File: config.mk
export PLATFORM = sky130hd
export DESIGN_NAME = serial_subtractor
export DESIGN_NICKNAME = d
export VERILOG_FILES = /design/src/rtl/arith_pkg.sv /design/src/rtl/full_subtractor.sv /design/src/rtl/serial_subtractor.sv
export SDC_FILE = /design/constraint.sdc
export NUM_CORES = 1
export LEC_CHECK = 0
export CAP_MARGIN = 0
export CORE_MARGIN = 3
export CORE_UTILIZATION = 39
export CTS_CLUSTER_SIZE = 30
export DETAILED_ROUTE_END_ITERATION = 8
export GPL_TIMING_DRIVEN = 0
export PLACE_DENSITY_LB_ADDON = 0.1
export SLEW_MARGIN = 10
export SYNTH_ARGS = -nofsm -noshare
export SYNTH_HDL_FRONTEND = slang
export SYNTH_SLANG_ARGS = --single-unit
File: constraint.sdc
create_clock -name clk -period 1.14 [get_ports clk]
set_input_delay 0.285 -clock clk [delete_from_list [all_inputs] [get_ports clk]]
set_output_delay 0.285 -clock clk [all_outputs]
set_load 0.01 [all_outputs]
File: src/rtl/arith_pkg.sv
// Shared arithmetic definitions: the serial engine state encoding and default operand width.
package arith_pkg;

  typedef enum logic [1:0] {
    IDLE = 2'd0,
    RUN  = 2'd1,
    DONE = 2'd2
  } sub_state_t;

  localparam int SUB_WIDTH_DEFAULT = 4;

endpackage

File: src/rtl/full_subtractor.sv
// One-bit full subtractor cell: diff = x - y - z, with borrow out.
module full_subtractor (
  input  logic x,
  input  logic y,
  input  logic z,
  output logic diff,
  output logic borrow
);

  assign diff   = x ^ y ^ z;
  assign borrow = (~x & y) | (~x & z) | (y & z);

endmodule

File: src/rtl/serial_subtractor.sv
// Bit-serial ripple-borrow subtractor, LSB first, one bit per clock, start/done handshake.
// Define SERIAL_SUB_OVF_EN to add the signed-overflow output ovf.
module serial_subtractor
  import arith_pkg::*;
#(
  parameter int WIDTH = SUB_WIDTH_DEFAULT
) (
  input  logic             clk,
  input  logic             rst,
  input  logic             start,
  input  logic [WIDTH-1:0] a,
  input  logic [WIDTH-1:0] b,
  input  logic             bin,
  output logic             busy,
  output logic             done,
  output logic [WIDTH-1:0] d,
  output logic             bout
`ifdef SERIAL_SUB_OVF_EN
  ,
  output logic             ovf
`endif
);

  localparam int CW = $clog2(WIDTH);

  sub_state_t       state_reg;
  sub_state_t       state_next;
  logic [CW-1:0]    cnt_reg;
  logic [WIDTH-1:0] a_sh_reg;
  logic [WIDTH-1:0] b_sh_reg;
  logic [WIDTH-2:0] r_sh_reg;
  logic             borrow_reg;
  logic [WIDTH-1:0] r_next;
  logic             cell_diff;
  logic             cell_borrow;
  logic             accept;
  logic             last_bit;
`ifdef SERIAL_SUB_OVF_EN
  logic             a_msb_reg;
  logic             b_msb_reg;
`endif

  // A start is taken in IDLE and also in DONE, which gives back-to-back operation.
  assign accept   = start && (state_reg != RUN);
  assign last_bit = (state_reg == RUN) && (cnt_reg == CW'(WIDTH - 1));

  full_subtractor u_cell (
    .x      (a_sh_reg[0]),
    .y      (b_sh_reg[0]),
    .z      (borrow_reg),
    .diff   (cell_diff),
    .borrow (cell_borrow)
  );

  // New diff bit enters at the MSB; after the last bit r_next holds the full difference.
  assign r_next = {cell_diff, r_sh_reg};

  always_ff @(posedge clk) begin
    if (rst) begin
      state_reg <= IDLE;
    end else begin
      state_reg <= state_next;
    end
  end

  always_comb begin
    state_next = state_reg;
    case (state_reg)
      IDLE:    if (start) state_next = RUN;
      RUN:     if (last_bit) state_next = DONE;
      DONE:    state_next = start ? RUN : IDLE;
      default: state_next = IDLE;
    endcase
  end

  always_comb begin
    busy = 1'b0;
    done = 1'b0;
    case (state_reg)
      RUN:     busy = 1'b1;
      DONE:    done = 1'b1;
      default: ;
    endcase
  end

  always_ff @(posedge clk) begin
    if (rst) begin
      cnt_reg    <= '0;
      a_sh_reg   <= '0;
      b_sh_reg   <= '0;
      r_sh_reg   <= '0;
      borrow_reg <= 1'b0;
      d          <= '0;
      bout       <= 1'b0;
    end else if (accept) begin
      cnt_reg    <= '0;
      a_sh_reg   <= a;
      b_sh_reg   <= b;
      r_sh_reg   <= '0;
      borrow_reg <= bin;
      d          <= '0;
      bout       <= 1'b0;
    end else if (state_reg == RUN) begin
      cnt_reg    <= cnt_reg + CW'(1);
      a_sh_reg   <= a_sh_reg >> 1;
      b_sh_reg   <= b_sh_reg >> 1;
      r_sh_reg   <= r_next[WIDTH-1:1];
      borrow_reg <= cell_borrow;
      if (last_bit) begin
        d    <= r_next;
        bout <= cell_borrow;
      end
    end
  end

`ifdef SERIAL_SUB_OVF_EN
  // The operand shift registers lose their MSBs, so the sign bits are kept aside.
  always_ff @(posedge clk) begin
    if (rst) begin
      a_msb_reg <= 1'b0;
      b_msb_reg <= 1'b0;
      ovf       <= 1'b0;
    end else if (accept) begin
      a_msb_reg <= a[WIDTH-1];
      b_msb_reg <= b[WIDTH-1];
      ovf       <= 1'b0;
    end else if (last_bit) begin
      ovf <= (a_msb_reg ^ b_msb_reg) & (cell_diff ^ a_msb_reg);
    end
  end
`endif

endmodule
# Word-level counts from Yosys, hierarchy flattened
# Cells that the tools add are included.
# totals
register_bits,21
inputBits,12
# classes
n_addsub,1
n_bitwise,8
eq_ne,6
n_reduce_logical,7
n_mux,12
# op_table
operator,count
4-bit 2-to-1 mux,4
2-bit one-hot mux with 3 select lines,1
1-bit 2-to-1 mux,5
2-bit == test (second input constant),2
2-bit 2-to-1 mux,2
2-bit inequality test (second input constant),2
2-bit AND reduction,2
1-bit bitwise AND,3
2-bit by 1-bit adder with 2-bit output (second input constant),1
2-bit by 1-bit == test with 1-bit output (second input constant),1
1-bit logical AND,2
2-bit zero test,1
2-bit by 1-bit inequality test with 1-bit output (second input constant),1
1-bit OR,2
2-bit nonzero test,1
2-bit OR reduction,1
1-bit bitwise XOR,2
1-bit NOT,1

# Longest topological paths before layout
# depth
depth_word,6
mapped_depth,6
ltp_nobuf,4

# Cells and area by module
# Synthesis repeated with hierarchy kept, for this count alone.
# hier_totals
cells_unflattened,94
area_unflattened_um2,937.1
# by_module_without_submodules
module,seq_area_each_um2,cells_each,n_inst,area_per_inst_um2
serial_subtractor,420.4,91,1,909.6
full_subtractor,0.0,3,1,27.5

# Least setup slack after synthesis
# Ideal clock, no wire load.
# synth_path
path_kind,register to register
startpoint,register a_sh_reg[0]
endpoint,register d[3]
path_buffers,0
stages_incl_launch_ff,4
setup_time_ns,0.088
setup_slack_ns,0.007
arrival_ns,1.044
cell_sequence,dfxtp_1 -> inv_1 -> fa_1 -> a311oi_2
# synth_between
elab_chain_len,2
# synth_lines
item,line,rtl
from (decl),serial_subtractor.sv:29,logic [WIDTH-1:0] a_sh_reg;
from (signal assigned),serial_subtractor.sv:105,a_sh_reg <= a_sh_reg >> 1;
1-bit bitwise XOR (2 in a row),full_subtractor.sv:10,assign diff = x ^ y ^ z;
to (signal assigned),serial_subtractor.sv:110,d <= r_next;
to (decl),serial_subtractor.sv:16,"output logic [WIDTH-1:0] d,"
# No other way between the ends.
# A chain may end at the register's enable or synchronous reset.

# Worst setup path in the final report
# layout_path
startpoint,register state_reg[1]
endpoint,output busy
# layout_between
elab_chain_len,2
# layout_lines
item,line,rtl
from (decl),serial_subtractor.sv:26,sub_state_t state_reg;
from (signal assigned),serial_subtractor.sv:62,state_reg <= state_next;
2-bit by 1-bit == test with 1-bit output,serial_subtractor.sv:79,case (state_reg)
1-bit 2-to-1 mux,serial_subtractor.sv:79,
to (decl),serial_subtractor.sv:14,"output logic busy,"
# No other way between the ends.

==> results.json <==
{
  "grt_pass1_vias": 686,
  "core_sq_um": 2060,
  "antenna_found_initial": 0,
  "cts-root-buf": "clkbuf_4",
  "yosys_warnings": 0,
  "finalHoldViolCount": 0,
  "drt_iter0_drc": 15,
  "final_nets": 136,
  "cpMostUsedCell": "buf_6",
  "finalClockSkew_ns": 0.0116,
  "ys_seq_elements": 21,
  "yosys.area.top_type": "dfxtp_1",
  "globalRouteOverflowTotal": 0,
  "clock_path_buffers": 2,
  "nFillCells": 186,
  "grt_pass1_wl_mm": 3.16,
  "reg2reg_depth": 5,
  "routedWlPerCell_um": 13.9,
  "crit_chain": "nand2b_4 > buf_6 > inv_8 > buf_8 > buf_6",
  "status": "finished, violations left",
  "max-cap-violations": 0,
  "yosys-top-cells-area": "dfxtp_1, mux2i_1, a211oi_1",
  "clock_latency_ns": 0.30,
  "hold_slack_ns": 0.455,
  "start_util_pct": 43.6,
  "most-common-layout-cells": "dfxtp_1, clkdlybuf4s50_1, nor2_1, nand2_1",
  "critical_path.slowest_cell": "dfxtp_2",
  "fin_crit_ns": 1.42,
  "setup_viol": 18,
  "vdd_drop_max_v": 0.000948,
  "r2r_start": "state_reg[1]$_SDFFE_PP0P_",
  "top_level_ports": 19,
  "fin_ws_ns": -0.275,
  "yosysUniqueCellTypes": 24,
  "dpl.hpwl_mm": 1.22,
  "path_max_fanout": 3,
  "max_slew_margin_pct": 79.0,
  "htree_levels": 1,
  "synth_area_sq_um": 900,
  "hp-class": "reg -> reg",
  "endpoint_kind": "output pin",
  "ctsHoldBuffers": 0,
  "p_per_area_nw_per_um2": 1140,
  "multi_input_area_sq_um": 484,
  "tightestPinTransition_ns": 0.315,
  "n_antenna_cell": 0,
  "place_area_sq_um": 1110,
  "rsz0062_at_grt": "yes",
  "holdPathStages": 2,
  "synth_fp_nets": 106,
  "cts.clk_slew.worst_paths_ns": 0.12,
  "fin_area_sq_um": 1300,
  "reg2reg_slack_ns": -0.09,
  "fin_crit_sh_pct": 124,
  "gp_congestion": 0.755,
  "grt_max_degree": 13,
  "area_growth_pct": 44.9,
  "io_buffers": 18,
  "die_x_um": 54.0,
  "critPathTopFamily": "buffers and inverters",
  "fmax_mhz": 707,
  "violations": "negative setup slack",
  "crit_type": "reg -> out",
  "synth_top_cell_area_share_pct": 46.7,
  "fin_setup_tns_ns": -0.969,
  "cts_buffers": 3,
  "hold_end": "d[0]$_SDFFE_PP0P_",
  "power_leakage_uw": 0.000525,
  "drcViolationCount": 0,
  "p_total_uw": 1480,
  "critPathLaunchType": "register",
  "max_stage_delay_ns": 0.35,
  "synth_seq_area_share_pct": 46.7,
  "syn_area_per_cell_sq_um": 9.78,
  "drtPass1Iterations": 4,
  "min_from": "d[0]$_SDFFE_PP0P_",
  "utilization_pct": 63.2,
  "drive_above_1_share_pct": 43.8,
  "cp.arrival_ns": 1.13,
  "seq_area_sq_um": 435,
  "cts_tree": "built",
  "postRouteAntennaNets": 0,
  "r2r-end": "d[3]$_SDFFE_PP0P_",
  "vias": 738,
  "required_ns": 0.85,
  "routed_wl_mm": 2.06,
  "row_count": 16,
  "drv_slew": 0,
  "via_per_inst": 4.99,
  "die-area_sq_um": 2920,
  "chipHeight_um": 54.0,
  "clock-sinks": 21,
  "critPathBufInv": 4,
  "grt.total_usage_pct": 15.4,
  "netlist_instances": 92
}
-- Yosys cell counts, drive strengths merged --
library cell   n
dfxtp         21
nor2          11
nand2         10
mux2i          9
a211oi         8
a21oi          8
buf            5
nand3          4
inv            3
clkbuf         2
nor3           2
a21o           1
a2bb2oi        1
a311oi         1
and2b          1
fa             1
ha             1
nand2b         1
nand3b         1
xnor2          1
-- worst register-to-register path, cell delays in order (launching register included) --
cell and delay (ns):
dfxtp_2 0.34, nand2b_4 0.13, buf_4 0.13, a21o_1 0.21
buf_6 0.15, a311oi_2 0.18
-- per-layer routing --
metal	up-vias	GRT usage [%]	part of all wire [%]
met5	-	0	0
met4	0	3.73	0.49
li1	373	-	-
met1	351	20.4	49
met2	12	23.8	46
met3	2	5.26	4.1
-- per-stage QoR --
| stage | setup WS [ns] | std cells |
|---|---|---|
| 2_1_floorplan | 0.00739 | 92 |
| 3_3_place_gp | -0.503 | 137 |
| 3_5_place_dp | -0.507 | 137 |
| 4_1_cts | -0.294 | 145 |
| 5_1_grt | -0.331 | 148 |
| 6_report | -0.275 | 148 |
-- kinds of logic (layout without fill, tap and decap cells) --
kind of cell,count (synthesis),count (layout),share of synthesized area [%]
AND/OR/NAND/NOR,30,30,14.6
flip-flops,21,21,46.7
AO/OA/AOI/OAI,19,19,15.2
buffers and inverters,10,39,8.90
multiplexers,9,9,10.0
adder cells (fa/ha/maj),2,2,3.62
XOR/XNOR,1,1,0.974
-- worst max-delay path by stage --
| stage | from | end | slack [ns] | cells after the start |
|---|---|---|---|---|
| floorplan | a_sh_reg[0]$_SDFFE_PP0P_ | d[3]$_SDFFE_PP0P_ | 0.007 | 3 |
| global placement | state_reg[1]$_SDFFE_PP0P_ | busy | -0.50 | 5 |
| detailed placement | state_reg[1]$_SDFFE_PP0P_ | busy | -0.51 | 5 |
| CTS | state_reg[1]$_SDFFE_PP0P_ | busy | -0.29 | 5 |
| global route | state_reg[1]$_SDFFE_PP0P_ | busy | -0.33 | 5 |
| finish | state_reg[1]$_SDFFE_PP0P_ | busy | -0.28 | 5 |
-- what timing repair did --
item,in CTS,in global routing
resized for setup,47,18
pin swaps,2,8
setup endpoints to repair,12,23
cloned,0,2
buffers inserted,4,3
-- final cells by class --
class | instances | share of cell area, %
multi-input cells | 61 | 37.1
clock inverters | 1 | 0.384
clock buffers | 3 | 1.73
flip-flops and latches | 21 | 33.4
plain buffers | 7 | 5.85
well taps | 27 | 2.59
repair buffers | 25 | 17.5
inverters | 3 | 1.44
-- where the power goes --
part | switching [uW] | internal [uW] | total [uW]
sequential | 24.3 | 772 | 796
clock | 216 | 131 | 346
combinational | 157 | 182 | 339
total | 397 | 1090 | 1480
No activity file was read; power rests on OpenSTA's default activity.
